--- src/rtl/alu_share_arbiter.sv ---
// Round-robin sharing of one external combinational ALU between two requesters.
// Accept edge registers operands, next edge captures the result, held until the owner takes it.
module alu_share_arbiter #(
  parameter int WIDTH  = 32,
  parameter int CTRL_W = 3
) (
  input  logic              clk,
  input  logic              reset,
  input  logic              Req0Valid,
  output logic              Req0Ready,
  input  logic [WIDTH-1:0]  Req0A,
  input  logic [WIDTH-1:0]  Req0B,
  input  logic [CTRL_W-1:0] Req0Ctrl,
  output logic              Rsp0Valid,
  input  logic              Rsp0Ready,
  output logic [WIDTH-1:0]  Rsp0Result,
  output logic              Rsp0Zero,
  input  logic              Req1Valid,
  output logic              Req1Ready,
  input  logic [WIDTH-1:0]  Req1A,
  input  logic [WIDTH-1:0]  Req1B,
  input  logic [CTRL_W-1:0] Req1Ctrl,
  output logic              Rsp1Valid,
  input  logic              Rsp1Ready,
  output logic [WIDTH-1:0]  Rsp1Result,
  output logic              Rsp1Zero,
  output logic [WIDTH-1:0]  ScrA,
  output logic [WIDTH-1:0]  ScrB,
  output logic [CTRL_W-1:0] AluControl,
  input  logic [WIDTH-1:0]  ALUResult,
  input  logic              zero,
  output logic              Busy
);

  typedef enum logic [1:0] {IDLE, EXEC, RESP} state_t;

  state_t             state_q, state_d;
  logic               prio_q, prio_d;
  logic               owner_q, owner_d;
  logic [WIDTH-1:0]   scr_a_q, scr_a_d;
  logic [WIDTH-1:0]   scr_b_q, scr_b_d;
  logic [CTRL_W-1:0]  ctrl_q, ctrl_d;
  logic [WIDTH-1:0]   res_q, res_d;
  logic               zero_q, zero_d;
  logic               grant;
  logic               any_vld;
  logic               rsp_rdy;

  // Contention goes to the requester named by prio; a lone requester always wins.
  always_comb begin
    grant = 1'b0;
    if (Req0Valid && Req1Valid) begin
      grant = prio_q;
    end else if (Req1Valid) begin
      grant = 1'b1;
    end
  end

  assign any_vld   = Req0Valid | Req1Valid;
  assign Req0Ready = !reset && (state_q == IDLE) && !grant && Req0Valid;
  assign Req1Ready = !reset && (state_q == IDLE) &&  grant && Req1Valid;
  assign rsp_rdy   = owner_q ? Rsp1Ready : Rsp0Ready;

  always_comb begin
    state_d = state_q;
    prio_d  = prio_q;
    owner_d = owner_q;
    scr_a_d = scr_a_q;
    scr_b_d = scr_b_q;
    ctrl_d  = ctrl_q;
    res_d   = res_q;
    zero_d  = zero_q;
    case (state_q)
      IDLE: begin
        if (any_vld) begin
          scr_a_d = grant ? Req1A    : Req0A;
          scr_b_d = grant ? Req1B    : Req0B;
          ctrl_d  = grant ? Req1Ctrl : Req0Ctrl;
          owner_d = grant;
          state_d = EXEC;
        end
      end
      EXEC: begin
        res_d   = ALUResult;
        zero_d  = zero;
        state_d = RESP;
      end
      RESP: begin
        if (rsp_rdy) begin
          state_d = IDLE;
          prio_d  = ~owner_q;
        end
      end
      default: state_d = IDLE;
    endcase
  end

  always_ff @(posedge clk or posedge reset) begin
    if (reset) begin
      state_q <= IDLE;
      prio_q  <= 1'b0;
      owner_q <= 1'b0;
      scr_a_q <= '0;
      scr_b_q <= '0;
      ctrl_q  <= '0;
      res_q   <= '0;
      zero_q  <= 1'b0;
    end else begin
      state_q <= state_d;
      prio_q  <= prio_d;
      owner_q <= owner_d;
      scr_a_q <= scr_a_d;
      scr_b_q <= scr_b_d;
      ctrl_q  <= ctrl_d;
      res_q   <= res_d;
      zero_q  <= zero_d;
    end
  end

  assign ScrA       = scr_a_q;
  assign ScrB       = scr_b_q;
  assign AluControl = ctrl_q;
  assign Busy       = (state_q != IDLE);
  assign Rsp0Valid  = (state_q == RESP) && !owner_q;
  assign Rsp1Valid  = (state_q == RESP) &&  owner_q;
  assign Rsp0Result = res_q;
  assign Rsp1Result = res_q;
  assign Rsp0Zero   = zero_q;
  assign Rsp1Zero   = zero_q;

endmodule

--- config.mk ---
export PLATFORM = sky130hd
export DESIGN_NAME = alu_share_arbiter
export DESIGN_NICKNAME = d
export VERILOG_FILES = /design/src/rtl/alu_share_arbiter.sv
export SDC_FILE = /design/constraint.sdc
export NUM_CORES = 1
export LEC_CHECK = 0
export BUFFER_PORTS_ARGS = -buffer_cell sky130_fd_sc_hd__buf_2
export CAP_MARGIN = 20
export CORE_UTILIZATION = 30
export CTS_BUF_LIST = sky130_fd_sc_hd__clkbuf_4 sky130_fd_sc_hd__clkbuf_8
export DETAILED_ROUTE_END_ITERATION = 8
export PLACE_DENSITY = 0.69
export SETUP_SLACK_MARGIN = 0.15
export SYNTH_ARGS = -nofsm -noshare
export SYNTH_HDL_FRONTEND = slang
export SYNTH_SLANG_ARGS = --single-unit
--- constraint.sdc ---
create_clock -name clk -period 8.4 [get_ports clk]
set_input_delay 0.42 -clock clk [delete_from_list [all_inputs] [get_ports clk]]
set_output_delay 0.42 -clock clk [all_outputs]
set_load 0.01 [all_outputs]
==> reports/qor.log <==
INFO  outcome        run_status=finished, final reports clean
INFO  clocking       number_of_clock_buffers_inserted_by_tritoncts=9
INFO  layout         share_of_final_layout_standard_cells_stronger_than_drive_strength_1=0.516
INFO  layout         finish.net_count=932
INFO  route          drt-vias-per-instance=5.11
INFO  route          wire_per_inst=16.7um
INFO  critical_path  cpLargestDelayFamily=buffers and inverters
INFO  placement      gp_congestion=0.756
INFO  synthesis      proportion_of_synthesized_chip_area_in_sequential_cells=0.505
INFO  critical_path  worst_ep_required_time=8620ps
INFO  clocking       cts_buffer_depth=2
INFO  critical_path  critical-path-top-cell-by-count=sky130_fd_sc_hd__buf_4
INFO  timing         setup_viol=0
INFO  critical_path  cp.buffers_inverters=2
INFO  clocking       postCtsSetupBuffers=0
INFO  global_route   grt.total_usage=0.184
INFO  route          routed_antenna_nets=0
INFO  layout         antenna_cells_inserted=0
INFO  timing         timing_hold_violations_final=0
INFO  power_and_ir_drop fraction_of_power_consumed_by_combinational_cells=0.495
INFO  power_and_ir_drop share_seq_of_total_power=0.369
INFO  synthesis      postSynthAreaPerCell=9.90um^2
INFO  route          length_of_the_first_detailed_routing_pass_in_iterations=4
INFO  critical_path  cp_data_arrival_time=3010ps
INFO  clocking       post_cts.resized_instances=0
INFO  critical_path  nature_of_the_critical_path_startpoint=register
INFO  power_and_ir_drop power.net_switching=1040uW
INFO  floorplan      core-area=16700um^2
INFO  synthesis      synth-seq-cells=104
INFO  placement      number_of_buffers_inserted_by_port_buffering=310
INFO  hold_path      timing.hold.worst.class=input pin to asynchronous set/reset pin
INFO  critical_path  regToRegSetupSlack=5610ps
INFO  synthesis      synthesis.instances=521
INFO  critical_path  cp_slowest_cell=sky130_fd_sc_hd__and2_2
INFO  layout         postLayoutCoreUtil=0.405
INFO  critical_path  reg2reg_depth=5
INFO  power_and_ir_drop cell_internal_pwr=1430uW
INFO  floorplan      die_height=133um
INFO  timing         final-max-slew-violation-count=0
INFO  synthesis      synth_nets=694
INFO  route          number_of_vias_in_the_routed_layout=5029
INFO  power_and_ir_drop power.leakage=0.00313uW
INFO  global_route   antenna_found_initial=0
INFO  timing         worst_slew_pin_slew=1020ps
INFO  power_and_ir_drop max-vdd-ir-drop=0.167mV
INFO  layout         mostFrequentLayoutCell=sky130_fd_sc_hd__buf_2
INFO  timing         grt_setup_unrepaired=no
INFO  timing         fin_skew=16.6ps
INFO  layout         area_delta_synth_final=31.3%
INFO  floorplan      die_area=17700um^2
INFO  route          totalWireLength=16400um
INFO  timing         layout_min_cycle_time=2790ps
INFO  critical_path  rr_endpoint=ScrA[19]
INFO  clocking       cts.sinks=104
INFO  route          first_iter_violations=327
INFO  clocking       clk_pin_slew_worst_paths=100ps
INFO  timing         share_of_the_clock_period_used_by_the_worst_path=0.333
INFO  global_route   grt_overflow=0
INFO  power_and_ir_drop clock_power_share=0.135
INFO  clocking       post_cts_hold_buffer_count=0
INFO  timing         setup_total_negative_slack=0ps
INFO  critical_path  path_cells=nor2_4 -> buf_4 -> and2_2 -> buf_4 -> a31oi_1
INFO  critical_path  timing.critical_path.fanout_max=72
INFO  power_and_ir_drop power_density=365nW/um^2
INFO  critical_path  crit_type=register to register
INFO  timing         fmax=358MHz
INFO  route          drc=0
INFO  layout         layout.cells.most_common_list=sky130_fd_sc_hd__buf_2 (310), sky130_fd_sc_hd__dfrtp_1 (104), sky130_fd_sc_hd__o21ai_0 (70)
INFO  clocking       ctsHtreeMaxLevel=3
INFO  global_route   grt_pass1_wl=25500um
INFO  clocking       cts_tree=done
INFO  floorplan      floorplan.die.width=133um
INFO  clocking       cts-root-buf=sky130_fd_sc_hd__clkbuf_8
INFO  global_route   grt_max_degree=73
INFO  critical_path  endpoint_kind_of_the_worst_setup_timing_path=register
INFO  critical_path  slowest_delay=750ps
INFO  flow_run       max-cap-violations=0
INFO  floorplan      io_pins=311
INFO  floorplan      initial_utilization=0.309
INFO  floorplan      core.rowCount=47
INFO  critical_path  regToRegStartpoint=state_q[1]
INFO  global_route   number_of_global_route_vias_before_repair=4841
INFO  synthesis      yosys_warnings=0
INFO  synthesis      number_of_distinct_library_cells_after_synthesis=23
INFO  clocking       worst_skew_pair.late_latency=380ps
INFO  synthesis      synthesis.area=5160um^2
INFO  power_and_ir_drop power.switching_fraction=0.420
INFO  placement      dp.final_hpwl=11000um
INFO  timing         relSlewSlack=0.316
-- power by group through the flow --
stage | Combinational [uW] | Clock (uW) | Sequential, uW
after floorplan | 731 | 0 | 1030
after global placement | 1220 | 0 | 914
after detailed placement | 1240 | 0 | 921
after CTS | 1240 | 353 | 914
after global routing | 1340 | 371 | 946
final | 1220 | 335 | 913
-- registers in the layout, indices dropped and copies added (netlist names) --
| register | count |
|---|---|
| AluControl | 3 |
| Rsp0Zero | 1 |
| prio_q | 1 |
| owner_q | 1 |
| ScrA | 32 |
| Rsp0Result | 32 |
| ScrB | 32 |
| state_q | 2 |
-- cells by family (layout without fill, tap and decap cells) --
group                  Yosys count  in the layout  share of synthesized area
AO/OA/AOI/OAI                  208            208                      0.243
multiplexers                    33             33                     0.0721
buffers and inverters           95            338                      0.100
flip-flops                     104            104                      0.505
AND/OR/NAND/NOR                 81             81                     0.0798
-- cells in the mapped netlist --
master / count / area [um^2]
sky130_fd_sc_hd__nand2_1: 2 / 7.51
sky130_fd_sc_hd__and3_1: 1 / 6.26
sky130_fd_sc_hd__nor2_1: 3 / 11.3
sky130_fd_sc_hd__a31oi_2: 20 / 250
sky130_fd_sc_hd__a31oi_1: 49 / 307
sky130_fd_sc_hd__nand2b_1: 3 / 18.8
sky130_fd_sc_hd__inv_1: 4 / 15.0
sky130_fd_sc_hd__buf_4: 33 / 248
sky130_fd_sc_hd__mux2_2: 33 / 372
sky130_fd_sc_hd__nor2b_1: 1 / 6.26
sky130_fd_sc_hd__or2_0: 1 / 6.26
sky130_fd_sc_hd__a21oi_1: 69 / 345
sky130_fd_sc_hd__nor3_1: 1 / 5.00
sky130_fd_sc_hd__buf_6: 3 / 33.8
sky130_fd_sc_hd__and4_1: 1 / 8.76
sky130_fd_sc_hd__and2_1: 1 / 6.26
sky130_fd_sc_hd__clkbuf_1: 41 / 154
sky130_fd_sc_hd__dfrtp_1: 104 / 2600
sky130_fd_sc_hd__buf_2: 12 / 60.1
sky130_fd_sc_hd__inv_2: 1 / 3.75
sky130_fd_sc_hd__nand3_1: 67 / 335
sky130_fd_sc_hd__o21ai_0: 70 / 350
sky130_fd_sc_hd__buf_1: 1 / 3.75
-- routing by layer --
metal  track usage  part of all wire  vias to the layer above
met1         0.221              0.40                     2415
met2         0.324              0.51                      253
li1              -                 -                     2345
met4        0.0581             0.014                        0
met3        0.0419             0.073                       16
met5             0                 0                        -
-- worst max-delay path by stage --
| stage | start | endpoint | slack [ps] | depth (start not counted) |
|---|---|---|---|---|
| 6_report | state_q[1] | ScrA[19] | 5610 | 5 |
| 5_1_grt | state_q[1] | ScrA[19] | 5320 | 5 |
| 4_1_cts | state_q[1] | ScrA[19] | 5520 | 5 |
| 3_5_place_dp | state_q[1] | ScrA[31] | 5540 | 5 |
| 3_3_place_gp | state_q[1] | ScrB[25] | 5580 | 5 |
| 2_1_floorplan | reset | Req0Ready | 4870 | 2 |
-- stage by stage --
| step | hold slack [ps] | instance area [um^2] | total power, uW | setup WS (ps) | std cells |
|---|---|---|---|---|---|
| 6_report | 55.0 | 6770 | 2470 | 5610 | 984 |
| 5_1_grt | 51.9 | 6770 | 2660 | 5320 | 984 |
| 4_1_cts | 38.9 | 6770 | 2510 | 5520 | 984 |
| 3_5_place_dp | 471 | 6560 | 2170 | 5540 | 968 |
| 3_3_place_gp | 465 | 6560 | 2140 | 5580 | 968 |
| 2_1_floorplan | 515 | 5160 | 1760 | 4870 | 521 |
-- area by class of cell --
class                   instances  area, um^2
fillers                      1687        9930
flip-flops and latches        104        2600
multi-input cells             322        2060
repair buffers                317        1600
well taps                     220         275
clock buffers                  11         145
clock inverters                 5        65.1
inverters                       5        21.3
(Power assumes the default switching activity.)
